## config.mk

```make
export PLATFORM = sky130hd
export DESIGN_NAME = cameralink_multi_tap_line_reader
export DESIGN_NICKNAME = d
export VERILOG_FILES = /design/src/rtl/cameralink_multi_tap_line_reader.sv
export SDC_FILE = /design/constraint.sdc
export NUM_CORES = 1
export LEC_CHECK = 0
export ABC_AREA = 1
export CAP_MARGIN = 20
export CORE_MARGIN = 5
export CORE_UTILIZATION = 29
export CTS_BUF_LIST = sky130_fd_sc_hd__clkbuf_2
export CTS_CLUSTER_DIAMETER = 100
export CTS_CLUSTER_SIZE = 30
export DETAILED_ROUTE_END_ITERATION = 10
export PLACE_DENSITY_LB_ADDON = 0.15
export SYNTH_ARGS = -nofsm -noshare
export SYNTH_HDL_FRONTEND = slang
export SYNTH_SLANG_ARGS = --single-unit
```

## constraint.sdc

```tcl
create_clock -name sys_clk -period 4.5 [get_ports sys_clk]
set_input_delay 0.9 -clock sys_clk [delete_from_list [all_inputs] [get_ports sys_clk]]
set_output_delay 0.9 -clock sys_clk [all_outputs]
set_load 0.01 [all_outputs]
```

## src/rtl/cameralink_multi_tap_line_reader.sv

```systemverilog
// Read side of the Camera Link channel FIFOs.
// Handles frame arming, FIFO reset/write gating, line-burst reads and the
// merged pixel output with frame/line framing and stall detection.

// Per-channel output slice: captures one FIFO word and zeroes it when the
// channel is masked off.
module cameralink_ch_slice #(
    parameter int CH_W = 24
) (
    input  logic            sys_clk,
    input  logic            sys_rst,
    input  logic            load,
    input  logic            en,
    input  logic [CH_W-1:0] din,
    output logic [CH_W-1:0] dout
);

    // Capture the word returned by the FIFO one cycle after the read.
    always_ff @(posedge sys_clk or posedge sys_rst) begin
        if (sys_rst)
            dout <= '0;
        else if (load)
            dout <= en ? din : '0;
    end

endmodule

module cameralink_multi_tap_line_reader #(
    parameter int NUM_CH     = 3,
    parameter int CH_W       = 24,
    parameter int PIX_PER_CH = 2,
    parameter int LW_W       = 16,
    parameter int STALL_MAX  = 255
) (
    input  logic                   sys_clk,
    input  logic                   sys_rst,
    input  logic                   locked,
    input  logic [NUM_CH-1:0]      ch_en,
    input  logic [NUM_CH-1:0]      fval_sync,
    input  logic                   camera_in_progress,
    input  logic [LW_W-1:0]        line_width,
    input  logic [NUM_CH-1:0]      fifo_prog_full,
    input  logic [NUM_CH-1:0]      fifo_empty,
    input  logic [NUM_CH*CH_W-1:0] fifo_dout,
    output logic                   fifo_rd_en,
    output logic                   fifo_rst,
    output logic                   wr_allow,
    output logic [NUM_CH*CH_W-1:0] pixel_data_o,
    output logic                   pixel_vld,
    output logic                   new_frame,
    output logic                   frame_valid,
    output logic                   line_done,
    output logic [15:0]            line_cnt,
    output logic                   err_stall,
    output logic [1:0]             state_o
);

    localparam int SC_W = $clog2(STALL_MAX + 1);

    typedef enum logic [1:0] {
        S_UNLOCK = 2'd0,
        S_SYNC   = 2'd1,
        S_ARMED  = 2'd2,
        S_HOLD   = 2'd3
    } state_t;

    state_t            state, state_nxt;
    logic [NUM_CH-1:0] ch_en_q, mask;
    logic              all_f, no_f, all_pf, any_e;
    logic              seen_f, cip_d, cip_fall;
    logic              in_run, frame_start, start, last, line_end, enter_unlock;
    logic              reading;
    logic [LW_W-1:0]   pix_cnt, n_en, step;
    logic [LW_W:0]     pix_sum;
    logic [SC_W-1:0]   stall_cnt;
    logic [1:0]        vld_pipe;

    // An empty latched mask still reads channel 0 so the block never goes dead.
    assign mask   = (ch_en_q == '0) ? NUM_CH'(1) : ch_en_q;
    assign all_f  = &(fval_sync | ~mask);
    assign no_f   = ~|(fval_sync & mask);
    assign all_pf = &(fifo_prog_full | ~mask);
    assign any_e  = |(fifo_empty & mask);

    // Pixels consumed per read: enabled channels times pixels per word.
    always_comb begin
        n_en = '0;
        for (int i = 0; i < NUM_CH; i++)
            n_en = n_en + LW_W'(mask[i]);
        step = n_en * LW_W'(PIX_PER_CH);
    end

    assign cip_fall     = cip_d & ~camera_in_progress;
    assign in_run       = (state == S_ARMED) || (state == S_HOLD);
    assign fifo_rst     = (state == S_UNLOCK) || (state == S_SYNC);
    assign wr_allow     = in_run;
    assign state_o      = state;
    assign enter_unlock = (state != S_UNLOCK) && (state_nxt == S_UNLOCK);

    // Next-state logic; loss of lock overrides every other transition.
    always_comb begin
        state_nxt = state;
        case (state)
            S_UNLOCK: if (locked) state_nxt = S_SYNC;
            S_SYNC:   if (seen_f && no_f && !camera_in_progress) state_nxt = S_ARMED;
            S_ARMED:  if (no_f && camera_in_progress) state_nxt = S_HOLD;
            S_HOLD:   if (cip_fall) state_nxt = S_SYNC;
            default:  state_nxt = S_UNLOCK;
        endcase
        if (!locked)
            state_nxt = S_UNLOCK;
    end

    // State register plus frame-arming bookkeeping.
    always_ff @(posedge sys_clk or posedge sys_rst) begin
        if (sys_rst) begin
            state   <= S_UNLOCK;
            seen_f  <= 1'b0;
            cip_d   <= 1'b0;
            ch_en_q <= '0;
        end else begin
            state <= state_nxt;
            cip_d <= camera_in_progress;
            // seen_f only lives inside SYNC, so every SYNC visit starts clean.
            if (state != S_SYNC)
                seen_f <= 1'b0;
            else if (all_f)
                seen_f <= 1'b1;
            // Mask is frozen once armed so a frame never changes shape mid-way.
            if (state == S_UNLOCK || state == S_SYNC)
                ch_en_q <= ch_en;
        end
    end

    assign frame_start = (state == S_ARMED) && all_f && !frame_valid && locked;

    // Frame framing: registered FVAL and the one-cycle frame-start pulse.
    always_ff @(posedge sys_clk or posedge sys_rst) begin
        if (sys_rst) begin
            frame_valid <= 1'b0;
            new_frame   <= 1'b0;
        end else begin
            frame_valid <= all_f;
            new_frame   <= frame_start;
        end
    end

    // A pending frame start takes precedence over opening a line.
    assign start      = in_run && locked && frame_valid && !reading && all_pf && !new_frame;
    assign fifo_rd_en = reading && !any_e;
    assign pix_sum    = {1'b0, pix_cnt} + {1'b0, step};
    assign last       = pix_sum >= {1'b0, line_width};
    assign line_end   = locked && in_run && fifo_rd_en && last;

    // Line reader: counts pixels only on real reads, aborts on long stalls.
    always_ff @(posedge sys_clk or posedge sys_rst) begin
        if (sys_rst) begin
            reading   <= 1'b0;
            pix_cnt   <= '0;
            stall_cnt <= '0;
            line_done <= 1'b0;
        end else begin
            line_done <= 1'b0;
            if (!locked || !in_run) begin
                reading   <= 1'b0;
                stall_cnt <= '0;
            end else if (start) begin
                reading   <= 1'b1;
                pix_cnt   <= '0;
                stall_cnt <= '0;
            end else if (fifo_rd_en) begin
                stall_cnt <= '0;
                if (last) begin
                    reading   <= 1'b0;
                    line_done <= 1'b1;
                end else begin
                    pix_cnt <= pix_sum[LW_W-1:0];
                end
            end else if (reading && any_e) begin
                if (stall_cnt >= SC_W'(STALL_MAX - 1)) begin
                    reading   <= 1'b0;
                    stall_cnt <= '0;
                end else begin
                    stall_cnt <= stall_cnt + 1'b1;
                end
            end
        end
    end

    // Line counter: cleared at frame start, saturating increment per line.
    always_ff @(posedge sys_clk or posedge sys_rst) begin
        if (sys_rst)
            line_cnt <= '0;
        else if (frame_start)
            line_cnt <= '0;
        else if (line_end && line_cnt != 16'hFFFF)
            line_cnt <= line_cnt + 16'd1;
    end

    // Sticky stall error; only a fresh trip through UNLOCK clears it.
    always_ff @(posedge sys_clk or posedge sys_rst) begin
        if (sys_rst)
            err_stall <= 1'b0;
        else if (enter_unlock)
            err_stall <= 1'b0;
        else if (locked && in_run && reading && any_e && !start &&
                 stall_cnt >= SC_W'(STALL_MAX - 1))
            err_stall <= 1'b1;
    end

    // Valid pipeline: [0] = data on the FIFO bus, [1] = data on the output.
    always_ff @(posedge sys_clk or posedge sys_rst) begin
        if (sys_rst)
            vld_pipe <= '0;
        else
            vld_pipe <= {vld_pipe[0], fifo_rd_en};
    end

    assign pixel_vld = vld_pipe[1];

    for (genvar c = 0; c < NUM_CH; c++) begin : g_ch
        cameralink_ch_slice #(.CH_W(CH_W)) u_slice (
            .sys_clk (sys_clk),
            .sys_rst (sys_rst),
            .load    (vld_pipe[0]),
            .en      (mask[c]),
            .din     (fifo_dout[c*CH_W +: CH_W]),
            .dout    (pixel_data_o[c*CH_W +: CH_W])
        );
    end

endmodule

```

==> results.yml, run 1 <==
outcome:
  status: "finished, final reports clean"
drt:
  first_iter_violations: 366
  drc_errors: 0
  wl_per_cell_um: 14.93
  drt.antenna.violating_nets: 0
  via_count: 5770
  routed_wl_um: 19010
  viasPerCell: 4.533
  drt_first_pass_iters: 4
synthesis:
  synthFlopType: "dfrtp_1"
  synth_area_sq_um: 6464
  synth_warnings: 0
  synth.distinct_cells: 45
  yosysSeqAreaShare_pct: 48.39
  synthCells: 786
  synth-edff-count: 0
  syn_nets: 912
  ys_ff_latch: 125
  async_reset_ff_share_pct: 100.0
  avgSynthCellArea_sq_um: 8.224
die:
  row_count: 54
  floorplan.initialDensity_pct: 29.53
  die-width_um: 159.3
  die-area_sq_um: 25370
  die_h_um: 159.3
  io_pins: 202
  core_area_sq_um: 21890
clock_network:
  cts-buffers-inserted: 17
  cts_hold_buf: 0
  cts.sinks: 125
  htreeDepth: 4
  clkTransAtPathRegs_ns: 0.19
  ctsLongestPathBuffers: 2
  cts_tree: "done"
  clockRootBuffer: "clkbuf_2"
  clk_latency_ns: 0.67
global_routing:
  antenna_found_initial: 1
  overflow: 0
  grtUsageTotal_pct: 14.96
  grt_pass1_wl_um: 31110
  grt_pass1_vias: 5689
  grt_start_max_net_pins: 100
setup_path:
  startpoint_type: "flop"
  worstPathArrival_ns: 4.61
  crit_type: "flop to flop"
  worst_setup_path_end_kind: "flop"
  worstPathRequired_ns: 5.08
  reg2reg_depth: 26
  path_max_fanout: 9
worst_hold_path:
  min_delay_path_depth: 1
  hold_class: "flop to flop"
sta:
  max_freq_mhz: 248.1
  timing.hold.ws_ns: 0.5155
  period_needed_ns: 4.030
  setup_tns_ns: 0
  slew_headroom_pct: 40.37
  worst_pin_slew_ns: 0.8945
  slew_viol_final: 0
  finalSetupViolations: 0
  final_hold_viol_count: 0
  rsz0062_at_grt: "false"
  skew_ns: 0.02783
  fin_crit_sh_pct: 89.55
layout:
  syn_to_final_growth_pct: 40.48
  stdcell_area_sq_um: 9080
  diodes: 0
  drive_above_1_share_pct: 7.452
  mostFrequentLayoutCells: "clkdlybuf4s50_1, inv_1, nand3_1"
  nets: 1106
  fin_util_pct: 41.48
  final_common_cell: "clkdlybuf4s50_1"
placement:
  place_congestion: 0.8322
  io_buffer_count: 201
  dpl_cell_area_sq_um: 8736
  hpwl_um: 13760
power:
  peakVddDrop_mv: 0.1556
  p_leak_uw: 0.004455
  power_uw: 2416
  power.density_nw_per_um2: 266.1
flow_run:
  cap_violations: 0
## power by group
part / total [uW] / switching [uW] / leakage (uW) / internal [uW]
Sequential: 1210 / 32.8 / 0.00137 / 1180
Combinational: 380 / 171 / 0.00293 / 209
Clock: 823 / 453 / 0.000162 / 369
## per-layer routing
metal  vias up  share of wire, %  wire [um]  global-route usage [%]
met4         2              0.98        187                   3.373
met5         -             0.068         13                       0
met1      2643                49       9238                   20.89
met3        18               6.0       1149                   4.297
met2       178                44       8419                   23.12
li1       2929                 -          -                       -
## cell type report
cell class / instances / area (sq um)
inverters: 161 / 610.6
fillers: 2270 / 12810
clock inverters: 14 / 192.7
clock buffers: 18 / 90.09
multi-input cells: 465 / 2600
flip-flops and latches: 125 / 3132
repair buffers: 210 / 2105
well taps: 280 / 350.3
## critical path: stages (launching register included)
cell and delay (ns):
dfrtp_1 0.41, inv_1 0.09, o21ai_2 0.07, inv_1 0.06, nand2_1 0.04, o21ai_0 0.06
inv_1 0.06, ha_1 0.28, ha_1 0.16, inv_1 0.05, fa_1 0.41, nor2_2 0.17
nand2_1 0.11, nor4_2 0.27, xor2_1 0.22, inv_1 0.06, ha_1 0.27, nand2_1 0.05
inv_1 0.06, nand3_2 0.08, nor2_1 0.15, nand3_1 0.14, nand3_2 0.18, nand3_4 0.17
buf_12 0.19, nand3_1 0.06, nand2_1 0.08
## flip-flops by register name, summed over array words and instances (netlist names)
register           flops
reading                1
frame_valid            1
pix_cnt               15
state_o                2
new_frame              1
err_stall              1
vld_pipe               2
seen_f                 1
cip_d                  1
line_cnt              16
ch_en_q                3
line_done              1
stall_cnt              8
g_ch.u_slice.dout     72
## cells in the mapped netlist (2+ instances only)
cell,n,share of area (%)
clkbuf_1,19,1.1
nand3_2,5,0.77
o22ai_1,2,0.19
buf_1,8,0.46
nand3_1,126,9.8
xor2_1,17,2.3
o211ai_1,3,0.35
buf_2,6,0.46
nor2_1,31,1.8
nor2_2,2,0.19
inv_2,3,0.17
dfrtp_1,125,48
nand2_1,101,5.9
nor2_4,2,0.35
o21ai_0,84,6.5
buf_6,2,0.35
o21a_1,2,0.23
a21oi_1,13,1.0
inv_1,157,9.1
nand4_1,10,0.97
nor3_1,10,0.77
nor4_1,2,0.19
xnor2_1,2,0.27
nand4_2,3,0.58
ha_1,21,4.1
nand2_2,5,0.48
o21ai_1,7,0.54
## metrics by stage
stage	setup slack (ns)	cells
6_report	0.4701	1273
5_1_grt	0.04655	1273
4_1_cts	0.3194	1270
3_5_place_dp	0.3480	1238
3_3_place_gp	0.4052	1238
2_1_floorplan	0.2724	786
## final timing paths
path	slack (ns)	endpoint	start
worst max-delay path	0.47	line_cnt[11]	ch_en_q[0]
worst min-delay path	0.52	err_stall	err_stall
worst max register to register	0.47	line_cnt[11]	ch_en_q[0]
worst min register to register	0.52	err_stall	err_stall
max in group asynchronous	2.92	g_ch[2].u_slice.dout[9]	sys_rst
min in group asynchronous	0.73	g_ch[1].u_slice.dout[22]	sys_rst
## cells by family after synthesis
group                      after synthesis  share of synthesized area, %
AOI/OAI and AO/OA                      118                         9.698
and+or+nand+nor                        306                         23.23
xor gates and xnor gates                19                         2.575
adders and majority gates               22                         4.375
DFF                                    125                         48.39
buffers and inverters                  196                         11.73
## timing repair
item | CTS | global route
setup endpoints to repair | 0 | 25
buffers inserted | 0 | 3
gates resized for setup | 0 | 5
(Power assumes the default switching activity.)
==> inputs of run 2 (changes only) <==
--- a/config.mk
+++ b/config.mk
@@ -14,6 +14,7 @@
 export CTS_CLUSTER_SIZE = 30
 export DETAILED_ROUTE_END_ITERATION = 10
 export PLACE_DENSITY_LB_ADDON = 0.15
+export SKIP_LAST_GASP = 1
 export SYNTH_ARGS = -nofsm -noshare
 export SYNTH_HDL_FRONTEND = slang
 export SYNTH_SLANG_ARGS = --single-unit
==> results.yml, run 2 (synthesis results as in run 1) <==
outcome:
  status: "finished, final reports clean"
drt:
  first_iter_violations: 366
  via_count: 5762
  viasPerCell: 4.526
  wl_per_cell_um: 14.93
  drt_first_pass_iters: 4
  routed_wl_um: 19010
  drc_errors: 0
  drt.antenna.violating_nets: 0
power:
  pwr-share-seq_pct: 50.2
  power.density_nw_per_um2: 266.2
  peakVddDrop_mv: 0.1556
  p_comb_share_pct: 15.7
  power_uw: 2416
  p_leak_uw: 0.004456
  power_frac_clock_pct: 34.1
  p_int_uw: 1759
  netSwitchingPower_uw: 657.3
  swShare_pct: 27.21
sta:
  skew_ns: 0.02783
  period_needed_ns: 4.063
  rsz0062_at_grt: "true"
  fin_crit_sh_pct: 90.28
  worst_pin_slew_ns: 0.8944
  final_hold_viol_count: 0
  max_freq_mhz: 246.1
  slew_viol_final: 0
  worst_slack_ns: 0.4372
  slew_headroom_pct: 40.37
  finalSetupViolations: 0
worst_hold_path:
  hp-start: "err_stall"
  hold_class: "flop to flop"
  min_delay_path_depth: 1
  hold_end: "err_stall"
placement:
  io_buffer_count: 201
  place_congestion: 0.8322
  hpwl_um: 13760
  place_ws_ns: 0.3480
flow_run:
  cap_violations: 0
setup_path:
  startpoint_type: "flop"
  crit_type: "flop to flop"
  worstPathRequired_ns: 5.08
  worst_setup_path_end_kind: "flop"
  reg2reg_to: "line_cnt[11]"
  regToRegSetupSlack_ns: 0.44
  path_max_fanout: 9
  worstPathArrival_ns: 4.64
  rr_startpoint: "ch_en_q[0]"
  reg2reg_depth: 26
die:
  io_pins: 202
  floorplan.initialDensity_pct: 29.53
  die-width_um: 159.3
  row_count: 54
  die-area_sq_um: 25370
  core_area_sq_um: 21890
  die_h_um: 159.3
global_routing:
  overflow: 0
  grtUsageTotal_pct: 14.96
  grt_pass1_wl_um: 31110
  antenna_found_initial: 1
  grt_pass1_vias: 5689
  grt_start_max_net_pins: 100
clock_network:
  ctsLongestPathBuffers: 2
  cts-buffers-inserted: 17
  clk_latency_ns: 0.67
  cts_hold_buf: 0
  cts_tree: "done"
  clkTransAtPathRegs_ns: 0.19
  clockRootBuffer: "clkbuf_2"
  htreeDepth: 4
  cts.sinks: 125
layout:
  largest_reg_flops: 72
  nets: 1106
  reg.largest.list: "g_ch.u_slice.dout (72), line_cnt (16), pix_cnt (15)"
  mostFrequentLayoutCells: "clkdlybuf4s50_1, inv_1, nand3_1"
  seq_area_sq_um: 3132
  multi_input_area_sq_um: 2597
  drive_above_1_share_pct: 7.351
  diodes: 0
  regMostFlops: "g_ch.u_slice.dout"
  syn_to_final_growth_pct: 40.44
  fillers: 2271
  final_common_cell: "clkdlybuf4s50_1"
==> run 2: changes by cell type in the layout (fill, tap and decap cells not counted) <==
cell	previous run	this run
nor2_2	3	2
nor2_1	30	31
==> run 2: cell type report <==
type | count | share of cell area, %
inverters | 161 | 6.726
flip-flops and latches | 125 | 34.50
clock buffers | 18 | 0.9924
well taps | 280 | 3.859
multi-input cells | 465 | 28.61
clock inverters | 14 | 2.123
repair buffers | 210 | 23.18
==> run 2: per-layer routing <==
metal / up-vias / track usage [%] / share of wire, %
met5: - / 0 / 0.068
li1: 2929 / - / -
met1: 2638 / 20.89 / 49
met3: 18 / 4.297 / 5.9
met2: 175 / 23.12 / 44
met4: 2 / 3.373 / 0.97
==> run 2: power groups by stage <==
stage | sequential (uW) | clock [uW] | combinational, uW
2_1_floorplan | 1260 | 0 | 111
3_3_place_gp | 1230 | 0 | 385
3_5_place_dp | 1240 | 0 | 385
4_1_cts | 1210 | 872 | 387
5_1_grt | 1220 | 917 | 418
6_report | 1210 | 823 | 379
==> run 2: critical path, cell delays in order (launching register included) <==
cell and delay, ns:
dfrtp_1 0.41, inv_1 0.09, o21ai_2 0.07, inv_1 0.06
nand2_1 0.04, o21ai_0 0.06, inv_1 0.06, ha_1 0.28
ha_1 0.15, inv_1 0.05, fa_1 0.39, nor2_1 0.20
nand2_1 0.13, nor4_2 0.28, xor2_1 0.22, inv_1 0.06
ha_1 0.27, nand2_1 0.05, inv_1 0.06, nand3_2 0.08
nor2_1 0.15, nand3_1 0.14, nand3_2 0.18, nand3_4 0.17
buf_12 0.19, nand3_1 0.06, nand2_1 0.08
==> run 2: stage by stage <==
stage,hold WS [ns],TNS (ns),util (%),cell area (sq um),std cells
2_1_floorplan,0.3519,0,-,6464,786
3_3_place_gp,0.4842,0,39.91,8736,1238
3_5_place_dp,0.4828,0,39.91,8736,1238
4_1_cts,0.5221,0,41.20,9019,1270
5_1_grt,0.5347,-0.001496,41.47,9077,1273
6_report,0.5155,0,41.47,9077,1273
==> run 2: what timing repair did <==
item                                    CTS  global route
buffers inserted                          0             3
endpoints found under the setup margin    0            25
resized for setup                         0             4
==> run 2: worst max path at each step <==
stage	startpoint	endpoint	slack (ns)	cells after the start
detailed placement	ch_en_q[2]	line_cnt[1]	0.35	24
floorplan	sys_rst	ch_en_q[0]	0.27	1
global placement	ch_en_q[0]	pix_cnt[14]	0.41	25
finish	ch_en_q[0]	line_cnt[11]	0.44	26
CTS	ch_en_q[0]	line_cnt[1]	0.32	26
global route	ch_en_q[0]	line_cnt[9]	-0.001	23
==> inputs of run 3 (changes only) <==
--- a/config.mk
+++ b/config.mk
@@ -17,4 +17,5 @@
 export SKIP_LAST_GASP = 1
 export SYNTH_ARGS = -nofsm -noshare
 export SYNTH_HDL_FRONTEND = slang
+export SYNTH_HIERARCHICAL = 1
 export SYNTH_SLANG_ARGS = --single-unit
==> constraint.sdc (replaced) <==
create_clock -name sys_clk -period 4.5 [get_ports sys_clk]
set_input_delay 0.9 -clock sys_clk [delete_from_list [all_inputs] [get_ports sys_clk]]
set_output_delay 0.9 -clock sys_clk [all_outputs]
set_load 0.02 [all_outputs]
==> results.yml, run 3 <==
clock_network:
  ctsLongestPathBuffers: 2
  htreeDepth: 4
  cts.sinks: 125
  clkTransAtPathRegs_ns: 0.20
  clockRootBuffer: "clkbuf_2"
  clk_latency_ns: 0.69
  cts-buffers-inserted: 17
  cts_tree: "done"
power:
  swShare_pct: 34.73
  p_comb_share_pct: 33.9
  pwr-share-seq_pct: 43.1
  p_leak_uw: 0.004488
  p_int_uw: 2213
  power_frac_clock_pct: 22.9
  netSwitchingPower_uw: 1177
  peakVddDrop_mv: 0.1431
  power.density_nw_per_um2: 361.6
setup_path:
  crit_type: "flop to flop"
  rr_startpoint: "ch_en_q[1]"
  worstSetupEndpoint: "pix_cnt[2]"
  worst_setup_path_end_kind: "flop"
  regToRegSetupSlack_ns: 0.34
  worstPathRequired_ns: 5.12
  max_stage_delay_ns: 0.47
  startpoint_type: "flop"
  reg2reg_depth: 21
  worstPathArrival_ns: 4.78
  path_max_fanout: 8
  crit_path_cell_trace: "o21ai_4 > xor2_1 > inv_1 > ha_1 > ha_1 > inv_1 > fa_1 > nor3_4 > nand2_1 > nor2_1 > nand3_1 > xnor2_1 > ha_1 > nand2_1 > inv_1 > a221oi_2 > nand4_2 > nand2_4 > buf_4 > nand3_1 > nand2_1"
  cp-startpoint: "ch_en_q[1]"
  slowest_stage: "dfrtp_1"
  reg2reg_to: "pix_cnt[2]"
drt:
  viasPerCell: 4.391
  first_iter_violations: 282
  drc_errors: 0
  drt_first_pass_iters: 5
  via_count: 5827
  routed_wl_um: 19880
  wl_per_cell_um: 14.98
  drt.antenna.violating_nets: 0
global_routing:
  overflow: 0
  grt_start_max_net_pins: 49
  grtUsageTotal_pct: 14.99
  grt_pass1_vias: 5780
  antenna_found_initial: 2
  grt_pass1_wl_um: 31860
sta:
  rsz0062_at_grt: "false"
  skew_ns: 0.03582
  setup_tns_ns: 0
  max_freq_mhz: 240.6
  fin_crit_sh_pct: 92.35
  period_needed_ns: 4.156
  slew_headroom_pct: 45.32
  worst_pin_slew_ns: 0.8183
  finalSetupViolations: 0
  slew_viol_final: 0
  final_hold_viol_count: 0
die:
  die-area_sq_um: 26590
  row_count: 56
  die_h_um: 163.1
  io_pins: 202
  die-width_um: 163.1
  core_area_sq_um: 23260
  floorplan.initialDensity_pct: 29.21
synthesis:
  ys_top_cells_by_area: "dfrtp_1, nand2_1, nand3_1"
  synthFlopType: "dfrtp_1"
  async_reset_ff_share_pct: 100.0
  synth.distinct_cells: 56
  synth.most_common_cell: "nand2_1"
  ys_ff_latch: 125
  syn_nets: 912
  synth-edff-count: 0
  netlist.area_leader.share_pct: 46.04
  synth_top_area_cell: "dfrtp_1"
  synth_warnings: 6
  avgSynthCellArea_sq_um: 8.644
  synth_area_sq_um: 6794
  yosysSeqAreaShare_pct: 46.04
  synth_common_cells: "nand2_1, dfrtp_1, nand3_1, inv_1, nand2_2"
  synthCells: 786
flow_run:
  cap_violations: 0
worst_hold_path:
  hold_class: "input pin to async pin"
layout:
  fillers: 2445
  mostFrequentLayoutCells: "nand2_1, clkdlybuf4s50_1, dfrtp_1"
  nets: 1119
  regMostFlops: "g_ch.u_slice/dout"
  reg.largest.list: "g_ch.u_slice/dout (72), line_cnt (16), pix_cnt (15)"
  fin_util_pct: 40.30
  drive_above_1_share_pct: 13.92
  syn_to_final_growth_pct: 37.97
  largest_reg_flops: 72
  final_common_cell: "nand2_1"
outcome:
  status: "finished, final reports clean"
placement:
  io_buffer_count: 201
  hpwl_um: 14250
  place_congestion: 0.7505
[run 3: worst min path at each step]
stage,startpoint,endpoint,slack (ns),cells past startpoint
after global placement,g_ch[2].u_slice/dout[10],g_ch[2].u_slice/dout[10],0.46,2
after global routing,sys_rst,g_ch[0].u_slice/dout[8],0.40,2
after detailed placement,g_ch[0].u_slice/dout[15],g_ch[0].u_slice/dout[15],0.47,2
final,sys_rst,g_ch[0].u_slice/dout[8],0.48,2
after floorplan,stall_cnt[7],stall_cnt[7],0.45,2
after CTS,g_ch[0].u_slice/dout[15],g_ch[0].u_slice/dout[15],0.51,2
[run 3: metal layers]
layer	global-route usage [%]	vias up	wire (um)
met4	3.660	2	179
li1	-	2929	-
met5	0	-	13
met1	21.26	2718	9628
met2	22.62	165	8779
met3	4.340	13	1275
[run 3: worst max-delay path: cells and delay by family, from the launching register on]
family,cells,cell delay (ns)
buffers and inverters,4,0.32
adder cells (fa/ha/maj),4,1.14
AO/OA/AOI/OAI,2,0.48
AND/OR/NAND/NOR,9,1.31
flip-flops,1,0.47
XOR/XNOR,2,0.37
[run 3: area by class of cell]
class / instances / area, sq um / area share (%)
flip-flops and latches: 125 / 3129 / 33.38
clock inverters: 14 / 168.9 / 1.802
diodes: 2 / 5.005 / 0.05339
clock buffers: 18 / 90.09 / 0.9610
well taps: 319 / 399.1 / 4.258
multi-input cells: 546 / 3017 / 32.18
inverters: 84 / 345.3 / 3.684
repair buffers: 219 / 2220 / 23.68
[run 3: through the flow]
step	hold WS (ns)	std cells	instance area, sq um	power (uW)	worst slack (ns)
2_1_floorplan	0.4500	786	6794	2021	0.4093
3_3_place_gp	0.4614	1280	8919	2632	0.1755
3_5_place_dp	0.4666	1280	8919	2640	0.07223
4_1_cts	0.5091	1312	9178	3441	0.03695
5_1_grt	0.3995	1326	9371	3602	0.01726
6_report	0.4845	1327	9374	3390	0.3444
[run 3: repair_timing]
action,in CTS,in global routing
gates resized for setup,0,3
buffers inserted,0,10
setup endpoints to repair,0,31
hold buffers,0,0
[run 3: power by group through the flow]
stage	Clock, uW	Combinational (uW)	Sequential (uW)
2_1_floorplan	0	279	1740
6_report	777	1150	1460
3_3_place_gp	0	1150	1480
5_1_grt	871	1240	1490
3_5_place_dp	0	1150	1480
4_1_cts	819	1160	1460
[run 3: cell families after synthesis]
group | after synthesis | synth area share [%]
XOR/XNOR | 19 | 2.449
AO/OA/AOI/OAI | 34 | 3.334
flip-flops | 125 | 46.04
buffers and inverters | 115 | 9.871
AND/OR/NAND/NOR | 471 | 34.14
adder cells (fa/ha/maj) | 22 | 4.162
